===== config.mk =====
export PLATFORM = sky130hd
export DESIGN_NAME = wb_arbiter
export DESIGN_NICKNAME = d
export VERILOG_FILES = /design/src/rtl/wb_arbiter_pkg.sv /design/src/rtl/wb_arbiter_fifo.sv /design/src/rtl/wb_arbiter.sv
export SDC_FILE = /design/constraint.sdc
export NUM_CORES = 1
export LEC_CHECK = 0
export ABC_AREA = 1
export CAP_MARGIN = 20
export CORE_ASPECT_RATIO = 0.9
export CORE_MARGIN = 5
export CORE_UTILIZATION = 39
export CTS_CLUSTER_DIAMETER = 40
export DETAILED_ROUTE_END_ITERATION = 8
export SLEW_MARGIN = 20
export SYNTH_ARGS = -nofsm -noshare
export SYNTH_HDL_FRONTEND = slang
export SYNTH_SLANG_ARGS = --single-unit

===== constraint.sdc =====
create_clock -name clk -period 5.15 [get_ports clk]
set_input_delay 1.03 -clock clk [delete_from_list [all_inputs] [get_ports clk]]
set_output_delay 1.03 -clock clk [all_outputs]
set_load 0.005 [all_outputs]

===== src/rtl/wb_arbiter_pkg.sv =====
// Shared write-back types and widths.
// Imported by the write-back arbiter and its per-source FIFO.
package wb_arbiter_pkg;

  localparam int REG_ADDR_W = 5;
  localparam int XLEN       = 32;

  typedef struct packed {
    logic [REG_ADDR_W-1:0] rd;
    logic [XLEN-1:0]       data;
  } wb_req_t;

endpackage


===== src/rtl/wb_arbiter_fifo.sv =====
// Per-source write-back FIFO (module wb_fifo).
// Exposes per-entry valid/rd so the top can build the pending-rd mask.
module wb_fifo
  import wb_arbiter_pkg::*;
#(
  parameter int DEPTH = 2
) (
  input  logic                          clk,
  input  logic                          rst,
  input  logic                          push,
  input  logic                          pop,
  input  wb_req_t                       din,
  output wb_req_t                       dout,
  output logic                          full,
  output logic                          empty,
  output logic [DEPTH-1:0]              ent_vld,
  output logic [DEPTH*REG_ADDR_W-1:0]   ent_rd
);

  localparam int AW = $clog2(DEPTH);
  localparam logic [AW:0] PTR_ONE = (AW+1)'(1);

  logic [AW:0] r_wptr;
  logic [AW:0] r_rptr;
  wb_req_t     r_mem [DEPTH];
  logic [AW:0] w_cnt;
  logic [AW-1:0] w_off;

  assign w_cnt = r_wptr - r_rptr;
  assign empty = (r_wptr == r_rptr);
  assign full  = (r_wptr[AW] != r_rptr[AW]) &&
                 (r_wptr[AW-1:0] == r_rptr[AW-1:0]);
  assign dout  = r_mem[r_rptr[AW-1:0]];

  always_ff @(posedge clk or posedge rst) begin
    if (rst) begin
      r_wptr <= '0;
      r_rptr <= '0;
    end else begin
      if (push && !full)  r_wptr <= r_wptr + PTR_ONE;
      if (pop  && !empty) r_rptr <= r_rptr + PTR_ONE;
    end
  end

  always_ff @(posedge clk) begin
    if (push && !full) r_mem[r_wptr[AW-1:0]] <= din;
  end

  // An entry is live when its distance from the read pointer is below count.
  always_comb begin
    ent_vld = '0;
    ent_rd  = '0;
    w_off   = '0;
    for (int j = 0; j < DEPTH; j++) begin
      w_off = AW'(j) - r_rptr[AW-1:0];
      ent_vld[j] = ({1'b0, w_off} < w_cnt);
      ent_rd[j*REG_ADDR_W +: REG_ADDR_W] = r_mem[j].rd;
    end
  end

endmodule


===== src/rtl/wb_arbiter.sv =====
// Write-back arbiter feeding the register-file write port.
// Define WB_ROUND_ROBIN_EN for round-robin grant; default is fixed priority.
module wb_arbiter
  import wb_arbiter_pkg::*;
#(
  parameter int N_SRC = 3,
  parameter int DEPTH = 2
) (
  input  logic                          clk,
  input  logic                          rst,
  input  logic [N_SRC-1:0]              src_valid,
  output logic [N_SRC-1:0]              src_ready,
  input  logic [N_SRC*REG_ADDR_W-1:0]   src_rd,
  input  logic [N_SRC*XLEN-1:0]         src_data,
  output logic                          w_enable,
  output logic [REG_ADDR_W-1:0]         w_addr,
  output logic [XLEN-1:0]               w_data,
  output logic [31:0]                   pend_mask
);

  localparam int SW = (N_SRC > 1) ? $clog2(N_SRC) : 1;

  logic [N_SRC-1:0] w_push;
  logic [N_SRC-1:0] w_pop;
  logic [N_SRC-1:0] w_full;
  logic [N_SRC-1:0] w_empty;
  wb_req_t          w_din  [N_SRC];
  wb_req_t          w_dout [N_SRC];
  logic [DEPTH-1:0] w_vld  [N_SRC];
  logic [DEPTH*REG_ADDR_W-1:0] w_erd [N_SRC];

  logic             w_gnt_any;
  logic [SW-1:0]    w_gidx;
  wb_req_t          w_head;

  logic                  r_wen;
  logic [REG_ADDR_W-1:0] r_waddr;
  logic [XLEN-1:0]       r_wdata;

  assign src_ready = ~w_full & {N_SRC{~rst}};
  assign w_push    = src_valid & src_ready;

  for (genvar g = 0; g < N_SRC; g++) begin : g_src
    assign w_din[g].rd   = src_rd[g*REG_ADDR_W +: REG_ADDR_W];
    assign w_din[g].data = src_data[g*XLEN +: XLEN];

    wb_fifo #(.DEPTH(DEPTH)) u_fifo (
      .clk     (clk),
      .rst     (rst),
      .push    (w_push[g]),
      .pop     (w_pop[g]),
      .din     (w_din[g]),
      .dout    (w_dout[g]),
      .full    (w_full[g]),
      .empty   (w_empty[g]),
      .ent_vld (w_vld[g]),
      .ent_rd  (w_erd[g])
    );
  end

`ifdef WB_ROUND_ROBIN_EN
  logic [SW-1:0] r_rr;
  logic [SW-1:0] w_rr_nxt;

  always_comb begin : p_arb
    int idx;
    w_gnt_any = 1'b0;
    w_gidx    = '0;
    idx       = 0;
    for (int k = 0; k < N_SRC; k++) begin
      idx = (int'(r_rr) + k) % N_SRC;
      if (!w_gnt_any && !w_empty[idx]) begin
        w_gnt_any = 1'b1;
        w_gidx    = SW'(idx);
      end
    end
    w_rr_nxt = (int'(w_gidx) == N_SRC-1) ? '0 : w_gidx + SW'(1);
  end

  always_ff @(posedge clk or posedge rst) begin
    if (rst)            r_rr <= '0;
    else if (w_gnt_any) r_rr <= w_rr_nxt;
  end
`else
  always_comb begin : p_arb
    w_gnt_any = 1'b0;
    w_gidx    = '0;
    for (int k = N_SRC-1; k >= 0; k--) begin
      if (!w_empty[k]) begin
        w_gnt_any = 1'b1;
        w_gidx    = SW'(k);
      end
    end
  end
`endif

  always_comb begin
    w_pop = '0;
    if (w_gnt_any) w_pop[w_gidx] = 1'b1;
  end

  assign w_head = w_dout[w_gidx];

  // x0 results still take their slot but never strobe the write port.
  always_ff @(posedge clk or posedge rst) begin
    if (rst) begin
      r_wen   <= 1'b0;
      r_waddr <= '0;
      r_wdata <= '0;
    end else if (w_gnt_any) begin
      r_wen   <= (w_head.rd != '0);
      r_waddr <= w_head.rd;
      r_wdata <= w_head.data;
    end else begin
      r_wen   <= 1'b0;
    end
  end

  assign w_enable = r_wen;
  assign w_addr   = r_waddr;
  assign w_data   = r_wdata;

  always_comb begin
    pend_mask = '0;
    for (int s = 0; s < N_SRC; s++) begin
      for (int e = 0; e < DEPTH; e++) begin
        if (w_vld[s][e]) pend_mask[w_erd[s][e*REG_ADDR_W +: REG_ADDR_W]] = 1'b1;
      end
    end
    if (r_wen) pend_mask[r_waddr] = 1'b1;
    pend_mask[0] = 1'b0;
  end

endmodule


==> results of run 1 <==
where the power goes:
part | switching, mW | internal [mW]
Combinational | 2.63 | 1.43
Clock | 0.983 | 1.48
Sequential | 0.324 | 2.93
Total | 3.93 | 5.84
metal layers:
metal	share of wire	wire (um)	global-route usage	vias up
met5	0.0021	81	0	-
met4	0.022	864	0.0473	14
met3	0.078	3080	0.0575	76
met2	0.49	19200	0.363	370
met1	0.41	16200	0.278	4665
li1	-	-	-	4629
registers in the layout, summed over array words and instances, names as in the netlist:
register	count
g_src.u_fifo.r_mem	222
w_addr	5
w_data	32
w_enable	1
g_src.u_fifo.r_rptr	6
g_src.u_fifo.r_wptr	6
Yosys cell counts (5+ instances only):
master    number  share of area
dfrtp_1       50           0.10
edfxtp_1     222           0.53
o211ai_1      22          0.013
a21oi_1       24         0.0096
a21oi_2        5         0.0035
buf_1          5         0.0015
buf_6          9         0.0081
xor2_1        11         0.0077
buf_2         16         0.0064
nand4_1        8         0.0040
or2_2         20          0.010
o21ai_0       43          0.017
ha_1           9         0.0090
nor2_1        91          0.027
o21ai_1       18         0.0072
o211ai_2       6         0.0060
a31oi_1       18         0.0090
nand3_1       93          0.037
o311ai_0      19          0.013
nor3_1        49          0.020
clkbuf_1      12         0.0036
nand2_1      252          0.076
o22ai_1       56          0.028
inv_1         86          0.026
critical path, stage by stage (launching register included):
cell and delay, ps:
dfrtp_1 780, inv_1 300, ha_1 280, nor2_1 190
nor2_1 90, nand2_1 260, o22ai_1 160, a211oi_1 440
o211ai_1 210, clkdlybuf4s50_1 500
cells by family after synthesis:
logic type	after synthesis	synth area share
AOI/OAI and AO/OA	219	0.112
xor gates and xnor gates	11	0.00770
adders and majority gates	9	0.00900
buffers and inverters	137	0.0494
DFF	272	0.633
other	1	0.000300
and+or+nand+nor	531	0.188
how the worst max path moves through the flow:
stage,to,slack [ps]
finish,pend_mask[5],400
global route,pend_mask[5],140
CTS,pend_mask[5],440
detailed placement,pend_mask[5],1000
global placement,pend_mask[28],970
floorplan,g_src[0].u_fifo.r_mem[1][0]$_DFFE_PP_,510
cell type report:
cell class                 count  area, um^2  area share
tap                          416         520      0.0325
clock inverter                23         216      0.0135
multi-input combinational    771        4020       0.251
sequential                   272        7920       0.495
inverter                      91         343      0.0214
clock buffer                  47        1010      0.0629
timing repair buffer         201        1980       0.124
cells in the final DEF (no fill, tap or decap), types with 39 or more instances in the layout:
master           synthesis  layout
nand2_1                252     252
edfxtp_1               222     222
clkdlybuf4s50_1          0     187
nand3_1                 93      93
inv_1                   86      85
nor2_1                  91      84
o22ai_1                 56      56
dfrtp_1                 50      50
nor3_1                  49      49
o21ai_0                 43      43
clkbuf_16                0      39
per-stage QoR:
stage               instances  area, um^2  power (mW)  utilization
finish                   1821       16000        9.77        0.503
global route             1821       16000        10.4        0.503
CTS                      1821       16000        9.90        0.503
detailed placement       1751       14800        7.41        0.465
global placement         1751       14800        7.39        0.465
floorplan                1180       12500        5.64            -
==> impl_metrics.csv, run 1 <==
group,metric,value,unit
timing,tightest_slew,908,ps
route,vias_per_cell,5.36,
hold_path,whs_endpoint,"w_data[18]$_DFFE_PP0N_",
grt,grt_max_degree,49,
setup_path,r2r-end,"g_src[1].u_fifo.r_mem[0][9]$_DFFE_PP_",
synth,ys_seq_elements,272,
setup_path,required,4120,ps
job,cap_violations,0,
hold_path,worstHoldStart,"w_data[18]$_DFFE_PP0N_",
route,vias,9754,
cells_and_area,drive_above_1_share,0.0954,
power,p_leak,5.90,nW
cells_and_area,diodes,0,
timing,timing.fmax,210,MHz
place,place_ws,1000,ps
timing,setup_viol,0,
hold_path,holdCritPathClass,"flip-flop to flip-flop",
hold_path,worstHoldPathCells,2,
synth,synthCells,1180,
route,drtPass1Iterations,5,
grt,grt_overflow_total,0,
place,io_buffers,187,
route,drcViolationCount,0,
grt,antenna_found_initial,7,
synth,ys_async_sr_fraction,0.184,
clocking,cts.sinks,272,
route,ant_nets,0,
clocking,cts_buffers,38,
clocking,cts_max_level,2,
die,die_area,35800,um^2
cells_and_area,num-fill-cells,2926,
timing,final_hold_viol_count,0,
route,drtIter0Drc,773,
die,ios,189,
grt,first_global_vias,9347,
timing,setup_slack,397,ps
timing,setup_tns,0,ps
clocking,hold_buffers,0,
cells_and_area,area.growth.synth_to_final,27.9,%
clocking,ctsResizeCount,0,
timing,fin_crit,4750,ps
clocking,path_clk_slew,50,ps
clocking,post_cts_buffers,0,
setup_path,crit_arrival,3720,ps
timing,whs,481,ps
timing,skew,22.8,ps
clocking,clock_latency,520,ps
place,dp_hpwl,29.3,mm
die,placementRows,62,
timing,report.final.slew_viol_count,0,
synth,ys_types,38,
die,die_w,199,um
synth,seq_area_frac_synth,0.633,
synth,syn_area,12500,um^2
timing,rsz0062_at_grt,"no",
synth,synth_edf_count,222,
power,ir_drop,0.000394,V
die,start_util,0.393,
cells_and_area,fin_nets,1500,
setup_path,worstPathMaxFanout,19,
grt,grt_pass1_wl,58.9,mm
route,drt_wl_total,39.4,mm
setup_path,r2r_start,"g_src[1].u_fifo.r_rptr[0]$_DFFE_PP0P_",
die,die_h,180,um
clocking,cts_tree,"yes",
setup_path,ff2ff_path_depth,8,
grt,gr-usage-all-layers,0.215,
synth,synthFlopType,"edfxtp_1",
run_status,status,"complete, no violations",
timing,fin_crit_sh,0.923,
setup_path,endpoint_kind,"primary output",
clocking,clockBufferDepth,3,
synth,ys_warn_count,0,
setup_path,r2r_setup_slack,1740,ps
setup_path,startpoint,"g_src[1].u_fifo.r_rptr[0]$_DFFE_PP0P_",
timing,max_slew_margin,0.393,
synth,avgSynthCellArea,10.6,um^2
die,core_area,31800,um^2
route,wire_per_inst,21.6,um
clocking,root_buffer,"clkbuf_16",
setup_path,critPathLaunchType,"flip-flop",
setup_path,path_class,"flip-flop to primary output",
synth,synth_nets,1305,
place,gp_congestion,0.916,
power,powerDensity,611,nW/um^2
No activity file was read; power rests on OpenSTA's default activity.
==> run 2: changes to the inputs <==
--- a/config.mk
+++ b/config.mk
@@ -7,11 +7,11 @@
 export LEC_CHECK = 0
 export ABC_AREA = 1
 export CAP_MARGIN = 20
-export CORE_ASPECT_RATIO = 0.9
 export CORE_MARGIN = 5
 export CORE_UTILIZATION = 39
 export CTS_CLUSTER_DIAMETER = 40
 export DETAILED_ROUTE_END_ITERATION = 8
+export REMOVE_ABC_BUFFERS = 1
 export SLEW_MARGIN = 20
 export SYNTH_ARGS = -nofsm -noshare
 export SYNTH_HDL_FRONTEND = slang
==> impl_metrics.csv, run 2 (synthesis gave the netlist of run 1 again) <==
group,metric,value,unit
cells_and_area,fin_area,16200,um^2
power,p_leak,5.97,nW
die,start_util,0.395,
timing,tightest_slew,872,ps
route,drtPass1Iterations,5,
grt,grt_max_degree,49,
timing,skew,26.2,ps
grt,grt_overflow_total,0,
power,powerDensity,633,nW/um^2
setup_path,endpoint_kind,"primary output",
die,ios,189,
setup_path,critPathLaunchType,"flip-flop",
setup_path,required,4120,ps
cells_and_area,drive_above_1_share,0.0939,
route,drcViolationCount,0,
route,wire_per_inst,23.0,um
cells_and_area,largest_register_ffs,222,
die,die_w,189,um
die,die_h,189,um
timing,setup_viol,0,
die,die_area,35800,um^2
clocking,cts_tree,"yes",
grt,gr-usage-all-layers,0.228,
place,dp_hpwl,29.8,mm
clocking,cts.sinks,272,
timing,final_hold_viol_count,0,
cells_and_area,layout_common_cells,"252 x nand2_1, 222 x edfxtp_1, 187 x clkdlybuf4s50_1",
setup_path,crit_arrival,3730,ps
setup_path,worstPathMaxFanout,19,
cells_and_area,fin_cells,1809,
clocking,clock_latency,520,ps
place,gp_congestion,0.934,
cells_and_area,layout_commonest_cell,"nand2_1",
route,drtIter0Drc,787,
clocking,post_cts_buffers,0,
job,cap_violations,0,
grt,first_global_vias,9911,
clocking,clockBufferDepth,3,
die,placementRows,65,
timing,report.final.slew_viol_count,0,
clocking,cts_buffers,39,
timing,fin_crit_sh,0.924,
power,ir_drop,0.000351,V
clocking,cts_max_level,2,
clocking,ctsResizeCount,0,
timing,fin_crit,4760,ps
cells_and_area,fin_nets,1501,
cells_and_area,area.growth.synth_to_final,29.1,%
clocking,root_buffer,"clkbuf_16",
grt,antenna_found_initial,3,
route,ant_nets,0,
place,dp.cells,1737,
route,drt_wl_total,41.6,mm
route,vias,9957,
timing,setup_tns,0,ps
die,core_area,31600,um^2
place,post_dp_cell_area,14800,um^2
setup_path,path_class,"flip-flop to primary output",
timing,max_slew_margin,0.418,
timing,rsz0062_at_grt,"no",
route,vias_per_cell,5.50,
clocking,path_clk_slew,60,ps
place,io_buffers,187,
clocking,hold_buffers,0,
timing,timing.fmax,210,MHz
grt,grt_pass1_wl,62.1,mm
run_status,status,"complete, no violations",
hold_path,holdCritPathClass,"flip-flop to flip-flop",
[run 2: cell types whose count changed in the layout (fill, tap and decap cells not counted), sizes merged]
cell | before | now
clkbuf | 47 | 49
clkinv | 10 | 8
inv | 99 | 93
diode | 0 | 1
bufinv | 1 | 8
[run 2: stage by stage]
stage	utilization	total power, mW	setup WS (ps)	hold WS, ps
5_1_grt	0.510	10.8	132	520
3_3_place_gp	0.466	7.46	1040	468
6_report	0.511	10.2	389	479
3_5_place_dp	0.467	7.48	978	465
4_1_cts	0.510	10.3	423	481
2_1_floorplan	-	5.43	514	463
[run 2: routing by layer]
metal | share of wire | up-vias | track usage
met4 | 0.034 | 4 | 0.0757
met1 | 0.41 | 4795 | 0.296
met5 | 0.00055 | - | 0
met3 | 0.070 | 93 | 0.0463
met2 | 0.48 | 435 | 0.385
li1 | - | 4630 | -
[run 2: path summary, 6_finish.rpt]
check	slack [ps]	endpoint	from	cells past startpoint
max	390	pend_mask[11]	g_src[1].u_fifo.r_rptr[0]$_DFFE_PP0P_	9
min	480	w_data[30]$_DFFE_PP0N_	w_data[30]$_DFFE_PP0N_	2
max reg2reg	1320	w_enable$_DFF_PP0_	g_src[1].u_fifo.r_rptr[0]$_DFFE_PP0P_	12
min reg2reg	480	w_data[30]$_DFFE_PP0N_	w_data[30]$_DFFE_PP0N_	2
max in group asynchronous	3320	g_src[1].u_fifo.r_rptr[0]$_DFFE_PP0P_	rst	3
min in group asynchronous	850	w_data[11]$_DFFE_PP0N_	rst	2
[run 2: area by class of cell]
cell class / instances / area, um^2
Fill cell: 2810 / 15500
Sequential cell: 272 / 7920
Multi-Input combinational cell: 771 / 4020
Timing Repair Buffer: 201 / 1980
Clock buffer: 49 / 1030
Tap cell: 402 / 503
Clock inverter: 22 / 354
Inverter: 91 / 343
Antenna cell: 1 / 2.50
[run 2: power by group]
group | switching [mW] | internal, mW | leakage, nW
Clock | 0.968 | 1.84 | 0.662
Sequential | 0.351 | 2.93 | 2.61
Combinational | 2.70 | 1.44 | 2.69
[run 2: worst max-delay path, stage by stage, from the launching register on]
cell and delay [ps]:
dfrtp_1 770, inv_1 310, ha_1 280, nor2_1 200, nor2_1 90, nand2_1 290, o22ai_1 110, nor3_1 410
o311ai_0 250, clkdlybuf4s50_1 500
==> run 3: changes to the inputs <==
--- a/config.mk
+++ b/config.mk
@@ -12,7 +12,7 @@
 export CTS_CLUSTER_DIAMETER = 40
 export DETAILED_ROUTE_END_ITERATION = 8
 export REMOVE_ABC_BUFFERS = 1
-export SLEW_MARGIN = 20
 export SYNTH_ARGS = -nofsm -noshare
 export SYNTH_HDL_FRONTEND = slang
+export SYNTH_HIERARCHICAL = 1
 export SYNTH_SLANG_ARGS = --single-unit
==> impl_metrics.csv, run 3 <==
group,metric,value,unit
run_status,status,"complete, no violations",
die,die_w,195,um
power,p_seq_frac,0.329,
clocking,post_cts_buffers,0,
cells_and_area,num-fill-cells,3099,
setup_path,cp_top_family,"simple AND/OR/NAND/NOR gates",
clocking,clock_latency,520,ps
cells_and_area,multi_input_area,4450,um^2
timing,final_hold_viol_count,0,
synth,synth_edf_count,222,
setup_path,path_class,"flip-flop to primary output",
route,drt_wl_total,43.5,mm
timing,whs,489,ps
route,vias,10853,
synth,syn_area,13300,um^2
grt,first_global_vias,10715,
route,drtPass1Iterations,6,
hold_path,whs_endpoint,"w_data[14]$_DFFE_PP0P_",
synth,post-synth-top-count-cell,"nand2_1",
die,placementRows,67,
synth,ys_warn_count,6,
setup_path,r2r_start,"g_src[0].u_fifo/r_rptr[0]$_DFFE_PP0P_",
setup_path,r2r_setup_slack,1960,ps
setup_path,cp_slowest_cell,"clkdlybuf4s50_1",
power,ir_drop,0.000335,V
power,p_sw_frac,0.421,
power,p_switching,4.15,mW
setup_path,cp_cell_sequence,"buf_4 -> inv_2 -> ha_1 -> or2_2 -> nand3_1 -> o22ai_1 -> nor3_1 -> nand2_1 -> clkdlybuf4s50_1",
synth,ys_types,32,
clocking,cts_tree,"yes",
cells_and_area,layout_commonest_cell,"nand2_1",
grt,grt_pass1_wl,65.1,mm
clocking,root_buffer,"clkbuf_16",
power,clkPwrFrac,0.236,
power,powerDensity,597,nW/um^2
timing,setup_viol,0,
route,drcViolationCount,0,
place,dp_hpwl,31.3,mm
power,p_int,5.70,mW
synth,seq_area_frac_synth,0.595,
synth,ys_async_sr_fraction,0.184,
grt,antenna_found_initial,8,
timing,timing.fmax,235,MHz
synth,avgSynthCellArea,9.05,um^2
timing,fin_crit_sh,0.827,
die,start_util,0.396,
clocking,cts_buffers,36,
synth,synthFlopType,"edfxtp_1",
die,core_area,33600,um^2
timing,setup_tns,0,ps
setup_path,r2r-end,"w_addr[1]$_DFFE_PP0P_",
die,die_h,195,um
setup_path,endpoint_kind,"primary output",
synth,synthCells,1471,
grt,grt_overflow_total,0,
timing,rsz0062_at_grt,"no",
timing,skew,19.3,ps
synth,synth_top_area_frac,0.501,
grt,gr-usage-all-layers,0.224,
place,io_buffers,187,
setup_path,required,4120,ps
setup_path,ff2ff_path_depth,7,
timing,tightest_slew,923,ps
setup_path,worstPathMaxFanout,40,
power,p_leak,6.94,nW
job,cap_violations,0,
timing,max_slew_margin,0.381,
clocking,hold_buffers,0,
clocking,ctsResizeCount,0,
cells_and_area,ff_latch_area,7920,um^2
synth,yosys-top-cells-count,"554 x nand2_1, 222 x edfxtp_1, 110 x nor2_1",
place,gp_congestion,0.962,
setup_path,crit_path_max_incr_delay,480,ps
route,ant_nets,0,
cells_and_area,drive_above_1_share,0.0674,
cells_and_area,layout_common_cells,"554 x nand2_1, 222 x edfxtp_1, 187 x clkdlybuf4s50_1",
cells_and_area,largest_register_ffs,222,
hold_path,worstHoldPathCells,2,
cells_and_area,fin_nets,1760,
cells_and_area,area.growth.synth_to_final,23.8,%
clocking,path_clk_slew,50,ps
die,ios,189,
setup_path,critPathLaunchType,"flip-flop",
clocking,clockBufferDepth,3,
route,wire_per_inst,20.6,um
route,vias_per_cell,5.14,
place,place_ws,1370,ps
hold_path,holdCritPathClass,"flip-flop to flip-flop",
timing,report.final.slew_viol_count,0,
timing,setup_slack,891,ps
timing,fin_crit,4260,ps
synth,synth_top_area_cell,"edfxtp_1",
hold_path,worstHoldStart,"w_data[14]$_DFFE_PP0P_",
route,drtIter0Drc,963,
clocking,cts.sinks,272,
die,die_area,37900,um^2
setup_path,critPathBufInv,3,
clocking,cts_max_level,2,
setup_path,crit_arrival,3230,ps
synth,ys_seq_elements,272,
power,pwr-share-comb,0.435,
synth,synth_area_leaders,"edfxtp_1 50%, nand2_1 16%, dfrtp_1 9.4%",
grt,grt_max_degree,42,
-- run 3: cell count changes in the layout (fill, tap and decap cells not counted), sizes merged, moves of 8 or more --
cell    change
a21oi      +62
a31oi      -18
bufinv      -8
clkbuf      -8
inv        +24
nand2     +299
nor2       +14
nor3       -22
o211ai     -28
o21ai      -15
o22ai      -30
o311ai     -19
xor2        -8
-- run 3: worst register-to-register path, stage by stage (launching register included) --
cell and delay (ps):
dfrtp_1 470, ha_1 370, nand3_2 120, inv_1 280, nand2_2 520, nor2_2 720, buf_4 430, o21ai_0 160
-- run 3: cells by family after synthesis --
family,count (synthesis),synth area share
flops,272,0.595
other cells,1,0.000282
compound gates,171,0.0685
fa+ha+maj,9,0.00846
simple gates,826,0.256
buf+inv,189,0.0702
xor+xnor,3,0.00197
-- run 3: power by group through the flow --
stage	Combinational, mW	Sequential, mW	Clock (mW)
5_1_grt	4.78	3.29	2.48
4_1_cts	4.36	3.24	2.37
3_3_place_gp	4.32	3.27	0
6_report	4.28	3.24	2.32
2_1_floorplan	2.26	3.28	0
3_5_place_dp	4.35	3.28	0
-- run 3: routing by layer --
| layer | track usage | routed length [um] |
|---|---|---|
| met3 | 0.0497 | 2960 |
| met5 | 0 | 93 |
| met2 | 0.382 | 21000 |
| met1 | 0.275 | 17300 |
| met4 | 0.0943 | 2070 |
-- run 3: worst max-delay path by stage --
stage | from | endpoint | slack [ps] | cells after the start
global placement | rst | g_src[0].u_fifo/r_mem[1][35]$_DFFE_PP_ | 1410 | 7
detailed placement | rst | g_src[0].u_fifo/r_mem[1][35]$_DFFE_PP_ | 1370 | 7
global route | g_src[1].u_fifo/r_rptr[0]$_DFFE_PP0P_ | pend_mask[5] | 750 | 9
floorplan | g_src[0].u_fifo/r_rptr[0]$_DFFE_PP0P_ | pend_mask[17] | 1640 | 8
CTS | g_src[1].u_fifo/r_rptr[0]$_DFFE_PP0P_ | pend_mask[5] | 880 | 9
finish | g_src[1].u_fifo/r_rptr[0]$_DFFE_PP0P_ | pend_mask[5] | 890 | 9
-- run 3: per-stage QoR --
stage / util / cell area (um^2) / std cells / total power [mW]
2_1_floorplan: - / 12800 / 1393 / 5.53
3_3_place_gp: 0.457 / 15300 / 2045 / 7.58
3_5_place_dp: 0.457 / 15300 / 2045 / 7.63
4_1_cts: 0.490 / 16500 / 2110 / 9.97
5_1_grt: 0.490 / 16500 / 2110 / 10.5
6_report: 0.490 / 16500 / 2111 / 9.85
-- run 3: layout make-up --
class	instances	area share
Tap cell	448	0.0340
Antenna cell	1	0.000152
Clock buffer	41	0.0571
Clock inverter	24	0.0114
Multi-Input combinational cell	1010	0.270
Sequential cell	272	0.480
Timing Repair Buffer	204	0.121
Inverter	111	0.0253
==> RTL change 1 (config.mk and constraints of run 1) <==
Build with the macro `WB_ROUND_ROBIN_EN` defined.
--- a/src/rtl/wb_arbiter.sv
+++ b/src/rtl/wb_arbiter.sv
@@ -2,2 +2,4 @@
 // Define WB_ROUND_ROBIN_EN for round-robin grant; default is fixed priority.
+`define WB_ROUND_ROBIN_EN
+
 module wb_arbiter
Behaviour: not the same (a bounded check fails within 4 cycles, from zero or initial values and one cycle with rst high).
==> RTL change 1 against run 1 <==
- worst hold slack better by 14 ps
- critical path depth down 1
- first-iteration DRC count down 6.0%
- sequential cell count up 2
- count of clock-buffer cells in the layout unchanged
- area after synthesis up 5.9%
- maximum frequency down 1.1%
- worst setup slack worse by 55 ps
- design area up 6.2%
- routed wire length up 6.4%
- largest cell class unchanged
- largest power group unchanged
- synthesized cell count up 2.5%
- power up 19%
- combinational power up 39%
==> RTL change 1: results <==
export IMPL_run_status="completed"
export IMPL_ctsHoldBuffers=0
export IMPL_ctsResizeCount=0
export IMPL_first_pass_iters=5
export IMPL_fillers=3133
export IMPL_synthTopCellsByArea="edfxtp_1 50%, dfrtp_1 9.8%, nand2_1 6.7%, inv_1 3.3%, o2111ai_2 3.2%"
export IMPL_ys_seq_area_frac=0.601
export IMPL_htreeDepth=2
export IMPL_skew_ps=12.7
export IMPL_dpl_hpwl_um=30300
export IMPL_r2r_slack_ps=1830
export IMPL_drt_iter0_drc=727
export IMPL_reg2reg_to="w_data[0]"
export IMPL_cts_root_buf="clkbuf_16"
export IMPL_r2r_cells=15
export IMPL_clockBufferDepth=3
export IMPL_vias=10200
export IMPL_ys_warn_count=0
export IMPL_p_leak_nw=6.17
export IMPL_yosys_most_used_dff="edfxtp_1"
export IMPL_min_to="g_src[0].u_fifo.r_wptr[1]"
export IMPL_nets=1537
export IMPL_arrival_ps=3780
export IMPL_worst_hold_startpoint="g_src[0].u_fifo.r_wptr[1]"
export IMPL_drive_above_1_share=0.172
export IMPL_critPathMaxFanout=43
export IMPL_synth_nets=1337
export IMPL_place_area_mm2=0.0157
export IMPL_dp_cells=1832
export IMPL_synth_edf_count=222
export IMPL_wl_per_cell_um=22.0
export IMPL_grt_first_pass_wirelength_um=62900
export IMPL_place_gp_congestion=0.954
export IMPL_grt_usage=0.218
export IMPL_startpoint="g_src[0].u_fifo.r_rptr[0]"
export IMPL_syn_inst=1210
export IMPL_cts_clk_slew_worst_paths_ps=60
export IMPL_worst_pin_slew_ps=832
export IMPL_cts_made_buffers=38
export IMPL_largest_reg_flops=222
export IMPL_hold_class="register to register"
export IMPL_hold_viol=0
export IMPL_clock_latency_ps=520
export IMPL_port_buffers=187
export IMPL_final_cells=1904
export IMPL_min_path_cells=1
export IMPL_ys_top_cells_by_count="235 x nand2_1, 222 x edfxtp_1, 116 x inv_1, 64 x or2_2, 54 x o21ai_0"
export IMPL_async_flop_share=0.190
export IMPL_ir_drop_mv=0.632
export IMPL_grt_antenna_before_repair=1
export IMPL_post_cts_buffers=0
export IMPL_ys_types=42
export IMPL_grt_max_degree=44
RTL change 1: changes by cell type in the layout (fill, tap and decap cells not counted), moves of 19 or more:
cell       delta
nor4_1       +19
nand3_1      -46
o22ai_1      -27
o211ai_2     +23
inv_1        +30
or2_2        +44
o2111ai_2    +28
nor2_1       -38
RTL change 1: where the power goes:
group	switching, mW	internal [mW]
registers	0.309	3.00
logic	3.61	2.05
clock network	0.981	1.65
total	4.90	6.70
RTL change 1: stage by stage:
stage	utilization	total power [mW]	setup slack [ps]	hold slack, ps
after floorplan	-	7.16	601	463
after global placement	0.464	8.99	916	479
after detailed placement	0.464	9.07	933	487
after CTS	0.503	11.7	362	495
after global routing	0.503	12.4	207	514
final	0.503	11.6	343	495
RTL change 1: layout make-up:
cell class / instances / area share
sequential: 274 / 0.469
multi-input combinational: 760 / 0.271
timing repair buffer: 211 / 0.121
clock buffer: 47 / 0.0610
tap: 462 / 0.0340
inverter: 125 / 0.0278
clock inverter: 23 / 0.0162
antenna: 2 / 0.000295
RTL change 1: worst max path at each step:
stage | cells past startpoint | end | slack (ps)
6_report | 8 | pend_mask[25] | 340
5_1_grt | 11 | pend_mask[27] | 210
4_1_cts | 11 | pend_mask[27] | 360
3_5_place_dp | 11 | pend_mask[27] | 930
3_3_place_gp | 10 | pend_mask[6] | 920
2_1_floorplan | 5 | g_src[0].u_fifo.r_mem[1][0] | 600
RTL change 1: cell families after synthesis:
logic type               count (synthesis)  synth area share
AND/OR/NAND/NOR                        497             0.175
flip-flops                             274             0.601
AO/OA/AOI/OAI                          238             0.149
buffers and inverters                  176            0.0552
adder cells (fa/ha/maj)                 11            0.0104
XOR/XNOR                                11           0.00727
multiplexers                             2           0.00151
other                                    1          0.000283
RTL change 1: per-layer routing:
layer	part of all wire	GRT usage
met5	0.00031	0
met4	0.030	0.0721
met3	0.057	0.0336
met2	0.47	0.353
met1	0.44	0.305
RTL change 1: worst max-delay path, stage by stage, from the launching register on:
cell	delay, ps
dfrtp_2	350
buf_4	430
inv_1	120
ha_1	220
nor2_1	310
nor3_1	200
a2111oi_0	760
o311ai_0	330
clkdlybuf4s50_1	530
==> RTL change 2 (config.mk and constraints of run 1) <==
Without the edit above. `XLEN`: 32 -> 36.
--- a/src/rtl/wb_arbiter_pkg.sv
+++ b/src/rtl/wb_arbiter_pkg.sv
@@ -5,3 +5,3 @@
   localparam int REG_ADDR_W = 5;
-  localparam int XLEN       = 32;
+  localparam int XLEN       = 36;
 
Interface: changed (resized src_data and w_data); port bits go from 189 to 205. The function was not compared with the original's and may differ.
==> RTL change 2 against run 1 <==
- sequential cell count increased by 28
- worst setup slack improved by 120 ps
- design area increased by 9.1%
- via count increased by 8.9%
- area after synthesis increased by 7.7%
- utilization increased by 0.97 points
- routed wire length increased by 14%
- sequential power increased by 10%
- power increased by 10%
- critical path type unchanged
- largest power group unchanged
==> RTL change 2: results <==
export IMPL_run_status="completed"
export IMPL_fillers=3088
export IMPL_critical_path_max_stage_delay_ps=560
export IMPL_skew_ps=20.7
export IMPL_synthTopCellsByArea="edfxtp_1 55%, nand2_1 11%, dfrtp_1 10%, nand3_1 4.2%, inv_1 2.5%"
export IMPL_synth_edf_count=246
export IMPL_nets=1651
export IMPL_drt_iter0_drc=896
export IMPL_drive_above_1_share=0.0711
export IMPL_grt_first_pass_wirelength_um=66600
export IMPL_cts_made_buffers=41
export IMPL_worst_pin_slew_ps=1070
export IMPL_pre_cts_ws_ps=1180
export IMPL_async_flop_share=0.180
export IMPL_synth_nets=1444
export IMPL_largest_reg_flops=246
export IMPL_grt_antenna_before_repair=4
export IMPL_syn_inst=1307
export IMPL_place_area_mm2=0.0160
export IMPL_cp_endpoint="pend_mask[3]"
export IMPL_place_gp_congestion=0.926
export IMPL_startpoint="g_src[0].u_fifo.r_rptr[0]"
export IMPL_dpl_hpwl_um=33100
export IMPL_port_buffers=203
export IMPL_arrival_ps=3610
export IMPL_final_cells=2010
export IMPL_drt_total_wl_um=45000
export IMPL_dp_cells=1933
export IMPL_reg2reg_to="w_data[0]"
export IMPL_ys_top_cells_by_count="391 x nand2_1, 246 x edfxtp_1, 114 x nand3_1, 88 x inv_1, 66 x nor2_1"
export IMPL_p_leak_nw=6.60
export IMPL_worst_hold_startpoint="g_src[2].u_fifo.r_rptr[1]"
export IMPL_critPathMaxFanout=14
export IMPL_ir_drop_mv=0.336
export IMPL_ys_types=35
export IMPL_post_route_period_util=0.900
export IMPL_ys_seq_area_frac=0.649
export IMPL_vias=10600
[RTL change 2: cell types whose count changed in the layout (fill, tap and decap cells not counted), moves of 8 or more]
cell / run 1 / this run
nand3_1: 93 / 114
a211oi_1: 4 / 12
edfxtp_1: 222 / 246
o21ai_1: 18 / 7
o311ai_0: 19 / 7
nor2_1: 84 / 60
a21oi_1: 24 / 40
nand2_1: 252 / 391
nor3_1: 49 / 40
or2_2: 20 / 4
o211ai_1: 22 / 10
clkdlybuf4s50_1: 187 / 203
[RTL change 2: layer usage]
metal	share of wire	GRT usage	vias up
li1	-	-	5013
met1	0.41	0.297	5112
met2	0.49	0.387	399
met3	0.072	0.0510	88
met4	0.029	0.0653	6
met5	0.00098	0	-
[RTL change 2: worst min path at each step]
stage / end / slack (ps) / cells past startpoint
floorplan: g_src[0].u_fifo.r_wptr[1] / 460 / 1
global placement: g_src[1].u_fifo.r_wptr[1] / 480 / 1
detailed placement: g_src[1].u_fifo.r_wptr[1] / 480 / 1
CTS: g_src[2].u_fifo.r_rptr[1] / 500 / 1
global route: g_src[2].u_fifo.r_rptr[1] / 530 / 1
finish: g_src[2].u_fifo.r_rptr[1] / 500 / 1
[RTL change 2: area by class of cell]
cell class                 count  share of cell area
antenna                        1            0.000143
clock buffer                  48              0.0633
clock inverter                28              0.0212
inverter                      93              0.0200
multi-input combinational    861               0.239
sequential                   300               0.501
tap                          462              0.0331
timing repair buffer         217               0.122
[RTL change 2: cell families after synthesis]
| family | count (synthesis) | synth area share |
|---|---|---|
| simple gates | 636 | 0.200 |
| compound gates | 202 | 0.0895 |
| other cells | 1 | 0.000278 |
| mux | 1 | 0.000743 |
| flops | 300 | 0.649 |
| xor+xnor | 12 | 0.00780 |
| fa+ha+maj | 9 | 0.00836 |
| buf+inv | 146 | 0.0450 |
[RTL change 2: report_power, final]
part	switching (mW)	leakage [nW]	total (mW)	internal, mW
Clock	1.10	0.710	2.97	1.87
Sequential	0.376	2.89	3.60	3.23
Combinational	2.75	3.00	4.17	1.42
Total	4.23	6.60	10.7	6.52
[RTL change 2: metrics by stage]
stage | utilization | hold WS (ps)
3_5_place_dp | 0.469 | 483
4_1_cts | 0.513 | 495
6_report | 0.513 | 496
5_1_grt | 0.513 | 525
3_3_place_gp | 0.469 | 477
2_1_floorplan | - | 463
